<file path="src/rtl/fifo_pkg.sv">
// Shared defaults and read-mode encodings for the synchronous FIFO family.
package fifo_pkg;

  typedef enum int {
    FIFO_STD  = 0,
    FIFO_FWFT = 1
  } fifo_mode_e;

  localparam int DEF_DATA_WIDTH    = 8;
  localparam int DEF_FIFO_DEPTH    = 8;
  localparam int DEF_ADRESS_SIZE   = 3;
  localparam int DEF_AFULL_THRESH  = 6;
  localparam int DEF_AEMPTY_THRESH = 1;

endpackage

</file>
<file path="src/rtl/fifo_mem.sv">
// FIFO storage: register array, synchronous write, asynchronous read, no reset.
module fifo_mem
  import fifo_pkg::*;
#(
  parameter int data_width  = DEF_DATA_WIDTH,
  parameter int adress_size = DEF_ADRESS_SIZE
) (
  input  logic                   clk,
  input  logic                   we,
  input  logic [adress_size-1:0] waddr,
  input  logic [data_width-1:0]  wdata,
  input  logic [adress_size-1:0] raddr,
  output logic [data_width-1:0]  rdata
);

  localparam int unsigned DEPTH = 1 << adress_size;

  logic [data_width-1:0] mem [DEPTH];

  always_ff @(posedge clk) begin
    if (we) begin
      mem[waddr] <= wdata;
    end
  end

  assign rdata = mem[raddr];

endmodule

</file>
<file path="src/rtl/param_sync_fifo.sv">
// Parameterised single-clock FIFO with standard or first-word-fall-through read,
// occupancy flags and one-cycle overflow/underflow pulses.
module param_sync_fifo
  import fifo_pkg::*;
#(
  parameter int data_width    = DEF_DATA_WIDTH,
  parameter int fifo_depth    = DEF_FIFO_DEPTH,
  parameter int adress_size   = DEF_ADRESS_SIZE,
  parameter int afull_thresh  = DEF_AFULL_THRESH,
  parameter int aempty_thresh = DEF_AEMPTY_THRESH,
  parameter int fwft          = FIFO_STD
) (
  input  logic                   clk,
  input  logic                   rst,
  input  logic                   wr,
  input  logic [data_width-1:0]  wdata,
  input  logic                   rd,
  output logic [data_width-1:0]  rdata,
  output logic                   valid,
  output logic                   empty,
  output logic                   full,
  output logic                   almost_empty,
  output logic                   almost_full,
  output logic [adress_size:0]   count,
  output logic                   overflow,
  output logic                   underflow
);

  if (fifo_depth != (1 << adress_size) || fifo_depth < 2 ||
      (fwft != FIFO_STD && fwft != FIFO_FWFT)) begin : g_bad_params
    $error("param_sync_fifo: fifo_depth must be 2**adress_size (>=2) and fwft 0 or 1");
  end

  logic [adress_size:0]    wr_ptr;
  logic [adress_size:0]    rd_ptr;
  logic                    wr_ok;
  logic                    rd_ok;
  logic [data_width-1:0]   mem_rdata;

  // Flags decode straight from the registered pointers, so they trail the edge.
  assign empty = (wr_ptr == rd_ptr);
  assign full  = (wr_ptr[adress_size] != rd_ptr[adress_size]) &&
                 (wr_ptr[adress_size-1:0] == rd_ptr[adress_size-1:0]);
  assign count        = wr_ptr - rd_ptr;
  assign almost_full  = (int'(count) >= afull_thresh);
  assign almost_empty = (int'(count) <= aempty_thresh);

  assign wr_ok = wr && !full;
  assign rd_ok = rd && !empty;

  always_ff @(posedge clk) begin
    if (rst) begin
      wr_ptr    <= '0;
      rd_ptr    <= '0;
      overflow  <= 1'b0;
      underflow <= 1'b0;
    end else begin
      if (wr_ok) begin
        wr_ptr <= wr_ptr + (adress_size+1)'(1);
      end
      if (rd_ok) begin
        rd_ptr <= rd_ptr + (adress_size+1)'(1);
      end
      overflow  <= wr && full;
      underflow <= rd && empty;
    end
  end

  fifo_mem #(
    .data_width (data_width),
    .adress_size(adress_size)
  ) u_mem (
    .clk  (clk),
    .we   (wr_ok && !rst),
    .waddr(wr_ptr[adress_size-1:0]),
    .wdata(wdata),
    .raddr(rd_ptr[adress_size-1:0]),
    .rdata(mem_rdata)
  );

  if (fwft == FIFO_FWFT) begin : g_fwft
    // Masked while empty so stale (unreset) memory never shows after reset.
    assign valid = !empty;
    assign rdata = empty ? '0 : mem_rdata;
  end else begin : g_std
    logic [data_width-1:0] rdata_q;
    logic                  valid_q;

    always_ff @(posedge clk) begin
      if (rst) begin
        rdata_q <= '0;
        valid_q <= 1'b0;
      end else begin
        valid_q <= rd_ok;
        if (rd_ok) begin
          rdata_q <= mem_rdata;
        end
      end
    end

    assign rdata = rdata_q;
    assign valid = valid_q;
  end

endmodule

</file>
<file path="config.mk">
export PLATFORM = sky130hd
export DESIGN_NAME = param_sync_fifo
export DESIGN_NICKNAME = d
export VERILOG_FILES = /design/src/rtl/fifo_pkg.sv /design/src/rtl/fifo_mem.sv /design/src/rtl/param_sync_fifo.sv
export SDC_FILE = /design/constraint.sdc
export NUM_CORES = 1
export LEC_CHECK = 0
export CORE_MARGIN = 2
export CORE_UTILIZATION = 63
export CTS_BUF_LIST = sky130_fd_sc_hd__clkbuf_4 sky130_fd_sc_hd__clkbuf_8
export CTS_CLUSTER_SIZE = 16
export DETAILED_ROUTE_END_ITERATION = 10
export PLACE_DENSITY = 0.86
export SLEW_MARGIN = 30
export SYNTH_ARGS = -nofsm -noshare
export SYNTH_HDL_FRONTEND = slang
export SYNTH_SLANG_ARGS = --single-unit
export TNS_END_PERCENT = 20
</file>
<file path="constraint.sdc">
create_clock -name clk -period 5.2 [get_ports clk]
set_input_delay 1.04 -clock clk [delete_from_list [all_inputs] [get_ports clk]]
set_output_delay 1.04 -clock clk [all_outputs]
set_load 0.01 [all_outputs]
</file>
-- Yosys cells after proc, flatten, opt, wreduce, memory -nomap -nowiden
Memories as Yosys holds them, arrays and structs flattened. A register that Yosys moved wholly into a read port is not among the register bits.
Cells that the tools add are included.
- mux-type cells: 2
- add/sub/neg operators: 3
- reductions and logical operators: 9
- eq/ne operators: 3
- order comparisons: 2
- operators with widths (kind ; count):
    4-bit by 1-bit adder with 4-bit output, second input constant ; 2
    1-bit logical AND ; 6
    4-bit == test ; 1
    4-bit by 3-bit greater-or-equal comparator with 1-bit output, second input constant ; 1
    4-bit by 1-bit <= comparator with 1-bit output, second input constant ; 1
    4-bit subtractor ; 1
    3-bit == test ; 1
    1-bit logical NOT ; 3
    1-bit 2-to-1 mux ; 2
    1-bit != test ; 1
- memory bits (writable): 64
- memories: 1
- register bits: 11
- output and inout bits: 19
- logic and storage cells: 25
- memory list (memory ; words ; bits a word ; read ports ; clocked after memory_dff ; wr ports ; RTL line ; text):
    u_mem.mem ; 8 ; 8 ; 1 ; 1 ; 1 ; fifo_mem.sv:18 ; logic [data_width-1:0] mem [DEPTH];

-- Logic depth before layout (Yosys ltp)
Gate-level depths: netlist of the first run.
- word-level depth: 7
- depth in mapped cells: 10
- mapped depth without buffers: 6

-- Modules after synthesis
Synthesis of the first run repeated with hierarchy kept, for this count alone.
- cell total of the unflattened synthesis: 219
- area total of the unflattened synthesis: 3548.4 um2
- by module, submodules not included (module ; seq. area each (um2) ; instances ; cells each ; area an instance (um2)):
    fifo_mem ; 1921.8 ; 1 ; 106 ; 2531.2
    param_sync_fifo ; 380.4 ; 1 ; 113 ; 1017.2

-- Worst setup path before layout of the first run
Ideal clock, no wire load.
- kind: reg2out
- start point: register rd_ptr[1]
- end point: output almost_full
- cell stages (with the launch flop): 10
- data arrival time: 1.905 ns
- setup slack: 2.255 ns
- cells stage by stage: dfxtp_1 buf_6 buf_6 buf_6 inv_1 ha_1 nor2b_1 o21ai_0 a21oi_1 o21ai_0
- cells in the longest elaborated chain, start to end: 2
- RTL lines (element ; RTL line ; text):
    start, declared ; param_sync_fifo.sv:35 ; logic [adress_size:0] rd_ptr;
    start signal, assigned ; param_sync_fifo.sv:62 ; rd_ptr <= rd_ptr + (adress_size+1)'(1);
    4-bit subtractor ; param_sync_fifo.sv:44 ; assign count = wr_ptr - rd_ptr;
    4-bit by 3-bit greater-or-equal comparator with 1-bit output ; param_sync_fifo.sv:45 ; assign almost_full = (int'(count) >= afull_thresh);
    end, declared ; param_sync_fifo.sv:23 ; output logic almost_full,
Every way passes these cells.

-- Worst setup path in the final report of the first run
Ends and elaborated chain as after synthesis.

==> reports/qor.txt, run 1 <==
Hold-fix buffers at CTS - 0
Routed wire length - 6190 um
Highest-count cells in the layout ignoring fill and taps - sky130_fd_sc_hd__edfxtp_1 (64), sky130_fd_sc_hd__clkdlybuf4s50_1 (30), sky130_fd_sc_hd__nor2_1 (25), sky130_fd_sc_hd__dfxtp_1 (19), sky130_fd_sc_hd__mux2i_1 (17)
CTS buffer count - 9
Die area - 5950 sq um
Final slew viol count - 0
MaxCap Viol Count - 0
Placer Congestion - 0.806
Core Box Area - 5140 sq um
Skew-Pair Late Insertion Delay - 0.35 ns
Number of standard cells after synthesis - 221
Mapped Nets - 239
Buffer depth of the longest clock path - 2
IO Count - 31
Outcome - finished clean
Number of gates given a new drive strength after cts - 0
Most common library cell in the layout ignoring fill and taps - sky130_fd_sc_hd__edfxtp_1
Mapped Avg Cell Area - 15.3 sq um
Cell accounting for the most synthesized area - sky130_fd_sc_hd__edfxtp_1
Routed Antenna Nets - 0
Tightest slew margin relative to the limit - 0.307
Arrival time at the worst endpoint - 2.78 ns
CTS Root Buffer Type - sky130_fd_sc_hd__clkbuf_8
Final sum of negative setup slack - 0 ns
Number of storage elements in the synthesis netlist - 83
Nets - 271
Number of antenna repair diodes - 0
Chip width - 77.2 um
Area Overhead vs Synth - 16.3%
Smallest setup slack after layout - 1.38 ns
Endpoints failing hold - 0
Element type at the critical path end - output pin
Total grt overflow - 0
Met1 Resource Use GR - 0.286
RSZ-0062 raised after global routing - false
Peak ir drop on the vdd network - 0.297 mV
Overall track demand over capacity in global routing - 0.231
Clock sink count - 83
Sequential area share after synthesis - 0.683
Maximum frequency from static timing analysis - 262 MHz
Detailed Routing Iterations Pass 1 - 4
Number of H-tree branching levels - 3
Critical path fanouts, max - 29
Pin count of the biggest net entering global routing - 30
Maximum clock skew at final layout - 0.0115 ns
Global routing met3 resource utilization - 0.0647
Final Util - 0.763
Share of the clock period used by the worst path - 0.734
Rows - 26
Number of vias after detailed routing - 1922
Die height - 77.2 um
Residual DRC - 0
Layout cell share with drive strength beyond 1 - 0.132
Number of placed instances, taps included - 312
Area share of the largest cell type after synthesis - 0.570
Antenna violations before repair - 0
Grt met2 use - 0.374
Number of global-route vias before repair - 1911
Total standard cell area after synthesis - 3370 sq um
Type of the worst min-delay path - register to register
Ranking of synthesized cells by area - sky130_fd_sc_hd__edfxtp_1 (57%), sky130_fd_sc_hd__dfxtp_1 (11%), sky130_fd_sc_hd__mux4_2 (5.3%), sky130_fd_sc_hd__mux2i_1 (5.0%), sky130_fd_sc_hd__nor2_1 (2.8%)
Yosys cell types - 36
Initial cell density of the core - 0.656
Setup Slack @ Placement - 1.46 ns
Transition time at the pin with the least slew margin - 1.04 ns
Post-layout minimum cycle time - 3.82 ns
Setup Buffers After CTS - 0
Minimum hold slack - 0.491 ns
Power density over the cells - 397 nW/um^2
CTS tree - done
Peak-usage layer in the global routing report - met2
DR iter-0 viols - 129
Clock Pin Slew Worst Setup and Hold Paths - 0.08 ns
Worst Setup Start Kind - register
Critical setup path kind - register to output pin
Number of standard cells in the final layout excluding fillers - 328
Leakage power figure - 1.29 nW
WL/cell - 18.9 um
Total of warnings raised by yosys - 0
Input/output buffers - 30
Fillcell total - 338
Post-detailed-route via-to-cell ratio - 5.86
Detailed placement HPWL - 3990 um
Global-route wire length before repair - 9850 um
Data required, critical path - 4.16 ns
Final setup fails - 0
-- state kept, by name, indices dropped and copies added (netlist names) --
signal     flops
valid          1
u_mem.mem     64
rdata          8
overflow       1
rd_ptr         4
wr_ptr         4
underflow      1
-- cells in the mapped netlist --
| cell | number |
|---|---|
| sky130_fd_sc_hd__a211oi_1 | 8 |
| sky130_fd_sc_hd__mux2i_1 | 17 |
| sky130_fd_sc_hd__fa_1 | 1 |
| sky130_fd_sc_hd__o21ai_0 | 2 |
| sky130_fd_sc_hd__o211ai_1 | 4 |
| sky130_fd_sc_hd__nand3_1 | 1 |
| sky130_fd_sc_hd__edfxtp_1 | 64 |
| sky130_fd_sc_hd__xnor2_1 | 4 |
| sky130_fd_sc_hd__nor3_2 | 1 |
| sky130_fd_sc_hd__buf_6 | 4 |
| sky130_fd_sc_hd__a21oi_1 | 2 |
| sky130_fd_sc_hd__xor2_2 | 1 |
| sky130_fd_sc_hd__nor3_1 | 9 |
| sky130_fd_sc_hd__o22ai_1 | 8 |
| sky130_fd_sc_hd__o21ai_2 | 2 |
| sky130_fd_sc_hd__mux4_2 | 8 |
| sky130_fd_sc_hd__buf_1 | 2 |
| sky130_fd_sc_hd__nor2b_1 | 1 |
| sky130_fd_sc_hd__and3b_1 | 1 |
| sky130_fd_sc_hd__dfxtp_1 | 19 |
| sky130_fd_sc_hd__or2_2 | 1 |
| sky130_fd_sc_hd__nand2b_1 | 1 |
| sky130_fd_sc_hd__clkbuf_1 | 3 |
| sky130_fd_sc_hd__ha_1 | 5 |
| sky130_fd_sc_hd__xor2_1 | 3 |
| sky130_fd_sc_hd__nand2_1 | 6 |
| sky130_fd_sc_hd__nor2_2 | 1 |
| sky130_fd_sc_hd__and3_1 | 3 |
| sky130_fd_sc_hd__xnor2_2 | 1 |
| sky130_fd_sc_hd__buf_2 | 1 |
| sky130_fd_sc_hd__or3b_4 | 1 |
| sky130_fd_sc_hd__o21a_1 | 2 |
| sky130_fd_sc_hd__inv_1 | 7 |
| sky130_fd_sc_hd__nor2_1 | 25 |
| sky130_fd_sc_hd__nor4b_1 | 1 |
| sky130_fd_sc_hd__or3_1 | 1 |
-- cell families after synthesis --
family                   share of synthesized area
flip-flops                                   0.683
AND/OR/NAND/NOR                             0.0757
AO/OA/AOI/OAI                               0.0571
multiplexers                                 0.104
buffers and inverters                       0.0282
XOR/XNOR                                    0.0278
adder cells (fa/ha/maj)                     0.0245
-- final cells by class --
cell class | instances | area [sq um] | area share
Tap cell | 70 | 87.6 | 0.0223
Timing Repair Buffer | 31 | 308 | 0.0785
Inverter | 7 | 26.3 | 0.00670
Multi-Input combinational cell | 121 | 980 | 0.250
Sequential cell | 83 | 2300 | 0.587
Clock inverter | 5 | 78.8 | 0.0201
Clock buffer | 11 | 139 | 0.0354
-- critical path: stages, from the launching register on --
cell and delay (ns):
sky130_fd_sc_hd__dfxtp_1 0.33, sky130_fd_sc_hd__buf_4 0.42, sky130_fd_sc_hd__inv_1 0.10, sky130_fd_sc_hd__ha_1 0.33
sky130_fd_sc_hd__nor2b_1 0.13, sky130_fd_sc_hd__o21ai_0 0.20, sky130_fd_sc_hd__a21oi_1 0.14, sky130_fd_sc_hd__o21ai_0 0.21
sky130_fd_sc_hd__clkdlybuf4s50_1 0.57
-- per-layer routing --
metal / routed length (um) / vias to the layer above / share of wire
li1: - / 893 / -
met1: 2590 / 958 / 0.42
met2: 3150 / 62 / 0.51
met3: 311 / 9 / 0.050
met4: 133 / 0 / 0.021
met5: 0 / - / 0
-- power by group --
group	internal [mW]	switching (mW)	leakage (nW)	total, mW
combinational	0.143	0.148	0.441	0.292
clock	0.280	0.216	0.114	0.497
sequential	0.742	0.0245	0.734	0.767
total	1.17	0.389	1.29	1.55
-- metrics by stage --
| stage | total power, mW | instance area (sq um) |
|---|---|---|
| floorplan | 0.948 | 3370 |
| global placement | 1.06 | 3700 |
| detailed placement | 1.07 | 3700 |
| CTS | 1.56 | 3920 |
| global route | 1.62 | 3920 |
| finish | 1.55 | 3920 |
-- worst paths after layout --
check / cells past startpoint / to / start / slack [ns]
max: 8 / almost_full / rd_ptr[1] / 1.38
min: 2 / rdata[6] / rdata[6] / 0.49
min reg2reg: 2 / rdata[6] / rdata[6] / 0.49
max reg2reg: 6 / u_mem.mem[1][2] / rd_ptr[2] / 1.82
(Power assumes the default switching activity.)
==> inputs of run 2 (changes only) <==
CORE_UTILIZATION = 53   (was 63)
PLACE_DENSITY = 0.77   (was 0.86)
clock period = 3.5 ns   (was 5.2 ns; I/O delays follow)
==> run 2 against run 1 <==
  * Non-clock buffer count is 10 higher
  * Via count down 0.88%
  * Setup slack got worse by 1.1 ns
  * First-iteration DRC count down 20%
  * Critical path depth fell by 2
  * Clock power rose by 24%
  * Sequential share of layout area is 0.56 points lower
  * Total power increased by 40%
  * Die area rose by 18%
  * Wire length up 3.2%
  * Clock skew is 0.0042 ns lower
  * Critical path type unchanged
  * Largest cell class unchanged
==> reports/qor.txt, run 2 (synthesis gave the netlist of run 1 again) <==
Outcome - finished clean
DR iter-0 viols - 103 (-20%)
Residual DRC - 0 (unchanged)
Clock Power Share - 0.281 (-0.038)
Routed Antenna Nets - 0 (unchanged)
Die height - 83.8 um (+8.6%)
Power share of the sequential group - 0.522 (+0.029)
Final setup fails - 0 (unchanged)
Hold-fix buffers at CTS - 0 (unchanged)
Nets - 281 (+3.7%)
Total grt overflow - 0 (unchanged)
Post-detailed-route via-to-cell ratio - 5.52 (-5.8%)
Critical setup path kind - register to output pin
Post-route cell area - 3960 sq um (+0.96%)
Number of H-tree branching levels - 3 (unchanged)
Detailed placement HPWL - 4190 um (+5.1%)
Number of placed instances, taps included - 329 (+5.4%)
Int Pwr - 1.59 mW (+37%)
Detailed Routing Iterations Pass 1 - 4 (unchanged)
Layout cell share with drive strength beyond 1 - 0.157 (+0.0249)
Fillcell total - 475 (+41%)
Final sum of negative setup slack - 0 ns (unchanged)
Input/output buffers - 30 (unchanged)
Maximum frequency from static timing analysis - 311 MHz
RSZ-0062 raised after global routing - false
IO Count - 31 (unchanged)
WL/cell - 18.5 um (-1.9%)
Antenna violations before repair - 0 (unchanged)
Maximum clock skew at final layout - 0.00731 ns (-0.00421 ns)
Skew-Pair Late Insertion Delay - 0.35 ns (about the same)
Clock Pin Slew Worst Setup and Hold Paths - 0.07 ns (about the same)
Power density over the cells - 552 nW/um^2 (+39%)
Number of vias after detailed routing - 1905 (-0.88%)
Rows - 29 (+12%)
Switching power summed over all nets - 0.592 mW (+52%)
Type of the worst min-delay path - register to register
Pin count of the biggest net entering global routing - 28 (-6.7%)
Endpoints failing hold - 0 (unchanged)
Clock sink count - 83 (unchanged)
Worst Setup Start Kind - register
Arrival time at the worst endpoint - 2.52 ns (-0.26 ns)
CTS tree - done
MaxCap Viol Count - 0 (unchanged)
Placer Congestion - 0.833 (+3.3%)
Number of global-route vias before repair - 1940 (+1.5%)
Routed wire length - 6380 um (+3.2%)
Flip-flop count of the largest register after layout - 64 (unchanged)
CTS buffer count - 9 (unchanged)
Die area - 7020 sq um (+18%)
Post-route total power - 2.18 mW (+40%)
Data required, critical path - 2.80 ns (-1.36 ns)
Leakage power figure - 1.32 nW (+2.1%)
Highest-count cells in the layout ignoring fill and taps - sky130_fd_sc_hd__edfxtp_1 (64), sky130_fd_sc_hd__clkdlybuf4s50_1 (30), sky130_fd_sc_hd__nor2_1 (25), sky130_fd_sc_hd__dfxtp_1 (19), sky130_fd_sc_hd__mux2i_1 (17)
Tightest slew margin relative to the limit - 0.614 (+0.307)
Global-route wire length before repair - 10100 um (+2.4%)
Number of gates given a new drive strength after cts - 0 (unchanged)
Placed Area - 3780 sq um (+2.3%)
Reg with most FFs - u_mem.mem
Overall track demand over capacity in global routing - 0.197 (-0.0339)
Critical path fanouts, max - 14 (-52%)
Core Box Area - 6240 sq um (+21%)
Most common library cell in the layout ignoring fill and taps - sky130_fd_sc_hd__edfxtp_1
Area Overhead vs Synth - 17.4%
Setup Buffers After CTS - 0 (unchanged)
CTS Root Buffer Type - sky130_fd_sc_hd__clkbuf_8
Chip width - 83.8 um (+8.6%)
Peak ir drop on the vdd network - 0.331 mV (+12%)
Switching share of total power - 0.271 (+0.0208)
Transition time at the pin with the least slew margin - 0.578 ns (-0.457 ns)
Final slew viol count - 0 (unchanged)
Number of antenna repair diodes - 0 (unchanged)
Share of the clock period used by the worst path - 0.920
Combinational share of power - 0.197 (+0.009)
Initial cell density of the core - 0.540 (-0.116)
Buffer depth of the longest clock path - 2 (unchanged)
Number of standard cells in the final layout excluding fillers - 345 (+5.2%)
Post-layout minimum cycle time - 3.22 ns
Multi-input gate area - 975 sq um (-0.51%)
Flip-flop and latch area - 2300 sq um (unchanged)
Element type at the critical path end - output pin
-- run 2: area by class of cell --
class | instances | share of cell area
sequential | 83 | 0.582
multi-input combinational | 121 | 0.246
timing repair buffer | 41 | 0.0967
clock buffer | 10 | 0.0348
tap | 77 | 0.0243
clock inverter | 6 | 0.00980
inverter | 7 | 0.00664
-- run 2: worst max-delay path, stage by stage, from the launching register on --
cell and delay [ns]:
sky130_fd_sc_hd__dfxtp_1 0.50, sky130_fd_sc_hd__ha_1 0.33, sky130_fd_sc_hd__fa_1 0.38, sky130_fd_sc_hd__xnor2_1 0.27, sky130_fd_sc_hd__nand2_1 0.08, sky130_fd_sc_hd__o21ai_0 0.07, sky130_fd_sc_hd__clkdlybuf4s50_1 0.55
-- run 2: layer usage --
| layer | vias up | routed length [um] | global-route usage |
|---|---|---|---|
| li1 | 923 | - | - |
| met1 | 923 | 2710 | 0.263 |
| met2 | 47 | 3130 | 0.310 |
| met3 | 12 | 355 | 0.0336 |
| met4 | 0 | 185 | 0.110 |
| met5 | - | 0 | 0 |
-- run 2: per-stage QoR --
stage / hold slack, ns / setup WS, ns / util
global placement: 0.478 / 0.701 / 0.606
finish: 0.496 / 0.280 / 0.634
detailed placement: 0.485 / 0.646 / 0.606
floorplan: 0.510 / 0.562 / -
global route: 0.524 / 0.0995 / 0.634
CTS: 0.500 / 0.258 / 0.634
-- run 2: path summary, 6_finish.rpt --
kind	startpoint	endpoint	slack, ns	cells past startpoint
hold reg to reg	rdata[0]	rdata[0]	0.50	2
setup reg to reg	rd_ptr[0]	u_mem.mem[0][6]	0.74	6
hold / removal	rdata[0]	rdata[0]	0.50	2
setup / recovery	rd_ptr[0]	almost_full	0.28	6
-- run 2: power by group through the flow --
stage | combinational [mW] | clock [mW] | sequential [mW]
floorplan | 0.251 | 0 | 1.16
global placement | 0.424 | 0 | 1.16
detailed placement | 0.433 | 0 | 1.16
CTS | 0.434 | 0.629 | 1.14
global route | 0.472 | 0.668 | 1.15
finish | 0.430 | 0.615 | 1.14
==> inputs of run 3 (changes only) <==
PLACE_DENSITY = 0.8   (was 0.77)
REMOVE_ABC_BUFFERS = 1   (was unset)
==> run 3 against run 2 <==
  * First-iteration DRC count grew 80%
  * Maximum frequency is essentially flat
  * Clock skew grew 0.0030 ns
  * Non-clock buffer count is the same
  * Largest cell class unchanged
==> reports/qor.txt, run 3 (synthesis gave the netlist of run 1 again) <==
Maximum frequency from static timing analysis - 310 MHz (about the same)
Hold-fix buffers at CTS - 0 (unchanged)
Core Box Area - 6240 sq um (unchanged)
Pin count of the biggest net entering global routing - 28 (unchanged)
Post-route total power - 2.21 mW (+1.1%)
Rows - 29 (unchanged)
Die height - 83.8 um (unchanged)
Final slew viol count - 0 (unchanged)
Length of routed wiring on met1 - 2690 um (-0.70%)
DR iter-0 viols - 185 (+80%)
Number of gates given a new drive strength after cts - 0 (unchanged)
Skew-Pair Late Insertion Delay - 0.36 ns (about the same)
Share of the clock period used by the worst path - 0.921 (about the same)
Tightest slew margin relative to the limit - 0.632 (+0.0184)
Overall track demand over capacity in global routing - 0.196 (-0.00125)
RSZ-0062 raised after global routing - false
Routed wire length - 6310 um (-1.1%)
IO Count - 31 (unchanged)
Reg with most FFs - u_mem.mem
Minimum hold slack - 0.497 ns (+0.000603 ns)
Die area - 7020 sq um (unchanged)
Critical setup path kind - register to output pin
Input/output buffers - 30 (unchanged)
Antenna violations before repair - 0 (unchanged)
Wire length on met2 - 3230 um (+3.3%)
Critical path fanouts, max - 14 (unchanged)
Element type at the critical path end - output pin
Setup crit start - rd_ptr[0]
Area Overhead vs Synth - 17.7%
Flip-flop count of the largest register after layout - 64 (unchanged)
Leakage power figure - 1.31 nW (-0.16%)
Post-layout minimum cycle time - 3.22 ns (+0.00215 ns)
Buffer depth of the longest clock path - 2 (unchanged)
Top Layer Used - met4
Layout cell share with drive strength beyond 1 - 0.160 (+0.00373)
Fillcell total - 472 (-0.63%)
Total grt overflow - 0 (unchanged)
Placer Congestion - 0.774 (-7.0%)
Reg-to-reg setup timing slack - 0.69 ns (-0.05 ns)
Final setup fails - 0 (unchanged)
Routed Antenna Nets - 0 (unchanged)
Post-detailed-route via-to-cell ratio - 5.52 (about the same)
Power density over the cells - 557 nW/um^2 (+0.90%)
Met3 routed WL - 302 um (-15%)
Crit Reg-Reg Startpoint - rd_ptr[0]
CTS buffer count - 9 (unchanged)
Number of vias after detailed routing - 1904 (-0.052%)
Chip width - 83.8 um (unchanged)
Number of global-route vias before repair - 1900 (-2.1%)
WL/cell - 18.3 um (-1.1%)
CTS Root Buffer Type - sky130_fd_sc_hd__clkbuf_8
Number of H-tree branching levels - 3 (unchanged)
Global-route wire length before repair - 10100 um (-0.20%)
Data required, critical path - 2.80 ns (about the same)
Worst Min Path Start - rdata[4]
Type of the worst min-delay path - register to register
Highest-count cells in the layout ignoring fill and taps - sky130_fd_sc_hd__edfxtp_1 (64), sky130_fd_sc_hd__clkdlybuf4s50_1 (30), sky130_fd_sc_hd__nor2_1 (25), sky130_fd_sc_hd__dfxtp_1 (19), sky130_fd_sc_hd__mux2i_1 (17)
Worst Setup Start Kind - register
Peak ir drop on the vdd network - 0.371 mV (+12%)
Arrival time at the worst endpoint - 2.52 ns (about the same)
Number of antenna repair diodes - 0 (unchanged)
Maximum clock skew at final layout - 0.0103 ns (+0.00296 ns)
Initial cell density of the core - 0.540 (unchanged)
Detailed placement HPWL - 4130 um (-1.6%)
Residual DRC - 0 (unchanged)
Final sum of negative setup slack - 0 ns (unchanged)
Detailed Routing Iterations Pass 1 - 4 (unchanged)
Transition time at the pin with the least slew margin - 0.551 ns (-0.0276 ns)
Endpoints failing hold - 0 (unchanged)
Clock Pin Slew Worst Setup and Hold Paths - 0.09 ns (+0.02 ns)
CTS tree - done
Setup Buffers After CTS - 0 (unchanged)
MaxCap Viol Count - 0 (unchanged)
Most common library cell in the layout ignoring fill and taps - sky130_fd_sc_hd__edfxtp_1
Outcome - finished clean
Nets - 281 (unchanged)
Clock sink count - 83 (unchanged)
==> run 3: worst max-delay path, cell delays in order, from the launching register on <==
cell                              delay (ns)
sky130_fd_sc_hd__dfxtp_1                0.49
sky130_fd_sc_hd__ha_1                   0.32
sky130_fd_sc_hd__fa_1                   0.38
sky130_fd_sc_hd__xnor2_1                0.26
sky130_fd_sc_hd__nand2_1                0.08
sky130_fd_sc_hd__o21ai_0                0.07
sky130_fd_sc_hd__clkdlybuf4s50_1        0.55
==> run 3: path summary, 6_finish.rpt <==
| path | endpoint | cells after the start |
|---|---|---|
| setup reg to reg | u_mem.mem[1][5] | 6 |
| setup / recovery | almost_full | 6 |
| hold / removal | rdata[4] | 2 |
| hold reg to reg | rdata[4] | 2 |
==> run 3: final cells by class <==
| cell class | instances | area [sq um] | share of cell area |
|---|---|---|---|
| clock inverter | 7 | 61.3 | 0.0155 |
| clock buffer | 9 | 124 | 0.0312 |
| tap | 77 | 96.3 | 0.0243 |
| sequential | 83 | 2300 | 0.580 |
| timing repair buffer | 41 | 383 | 0.0965 |
| inverter | 7 | 26.3 | 0.00662 |
| multi-input combinational | 121 | 975 | 0.246 |
==> run 3: power by group <==
group	switching, mW	leakage (nW)	internal (mW)
Sequential	0.0367	0.734	1.10
Combinational	0.217	0.492	0.215
Clock	0.370	0.0879	0.268
Total	0.624	1.31	1.58
==> run 3: per-stage QoR <==
step | setup WS, ns | cell area [sq um] | utilization | instances
6_report | 0.278 | 3970 | 0.636 | 345
5_1_grt | 0.0578 | 3970 | 0.636 | 345
4_1_cts | 0.248 | 3970 | 0.636 | 345
3_5_place_dp | 0.635 | 3780 | 0.606 | 329
3_3_place_gp | 0.700 | 3780 | 0.606 | 329
2_1_floorplan | 0.154 | 3300 | - | 211
==> run 3: routing by layer <==
layer	global-route usage	up-vias
li1	-	917
met1	0.271	918
met2	0.306	62
met3	0.0485	7
met4	0.0704	0
met5	0	-
==> edit, RTL diff (flow settings as in run 2) <==
Change the package constant `DEF_DATA_WIDTH` from 8 to 7.
--- a/src/rtl/fifo_pkg.sv
+++ b/src/rtl/fifo_pkg.sv
@@ -8,3 +8,3 @@
 
-  localparam int DEF_DATA_WIDTH    = 8;
+  localparam int DEF_DATA_WIDTH    = 7;
   localparam int DEF_FIFO_DEPTH    = 8;
Interface: changed (resized rdata and wdata); port bits go from 31 to 29. No check against the original RTL was run, so the function may have changed too.
==> edit against run 2 <==
  * Wire length shrank 18%
  * Combinational power shrank 2%
  * Critical path depth grew 1
  * Setup slack gained 0.023 ns
  * Global-route usage shrank 1.8 points
  * Total power shrank 4.7%
  * Sequential cell count shrank 9
  * Sequential share of layout area shrank 2.1 points
  * Synthesized area shrank 9.5%
  * Final area shrank 8.0%
==> edit: results (changes against run 2) <==
status completed; area of the multi-input gates 910 um2 (-6.7%); Routed met1 length 2.33 mm (-14%); worst hold path endpoint rdata[4]; Plain + repair buffers 40 (-2.4%); count of cell types in the netlist 34 (-5.6%); wire length of the first global-routing pass 7.92 mm (-22%); Synth Net Count 204 (-15%); count of flip-flops with a built-in enable after synthesis 56 (-13%); fraction of standard cell area in multi-input logic 0.250 (+0.00362); portion of total power attributed to the clock network 0.316 (+0.035); Worst Reg-to-Reg Cells 7 (+1); reg-to-reg slack, setup 1.02 ns (+0.28 ns); final weighted congestion of routability-driven global placement 0.767 (-7.9%); Peak Freq 313 MHz (+0.71%); quantity of I/O buffers inserted on ports 28 (-6.7%); number of multi-input combinational cells 96 (-21%); met3 Track Usage GR 0.0464 (+0.0128); worst setup timing slack at the placement stage 0.659 ns (+0.0132 ns); actual slew at the worst max-slew pin 0.658 ns (+0.0794 ns); critical path fanouts, max 7 (-7); met3 wire length 252 um (-29%); kind of cell adding the most delay to the critical path buffers and inverters; filler cell count 405 (-15%); share of cells above drive strength 1 0.218 (+0.0612); Int Power 1.53 mW (-3.6%); Final Skew 0.00742 ns (+0.000104 ns)
==> edit: cell count changes after synthesis, moves of 2 or more <==
cell             run 2  this run
buf_4                0         2
buf_1                2         0
buf_2                1         3
nand2_1              6         4
o22ai_1              8         0
a211oi_2             0         2
nor3_1               9         2
mux4_2               8        14
buf_6                4         1
mux2i_1             17         9
edfxtp_1            64        56
a211oi_1             8         5
==> edit: kinds of logic after synthesis <==
kind of cell	Yosys count	share of synthesized area
simple gates	41	0.0669
buf+inv	17	0.0324
xor+xnor	9	0.0283
mux	23	0.133
flops	74	0.669
compound gates	17	0.0431
fa+ha+maj	6	0.0271
==> edit: metrics by stage <==
| step | std cells | hold WS (ns) |
|---|---|---|
| after floorplan | 187 | 0.520 |
| after global placement | 290 | 0.488 |
| after detailed placement | 290 | 0.497 |
| after CTS | 306 | 0.508 |
| after global routing | 306 | 0.524 |
| final | 306 | 0.507 |
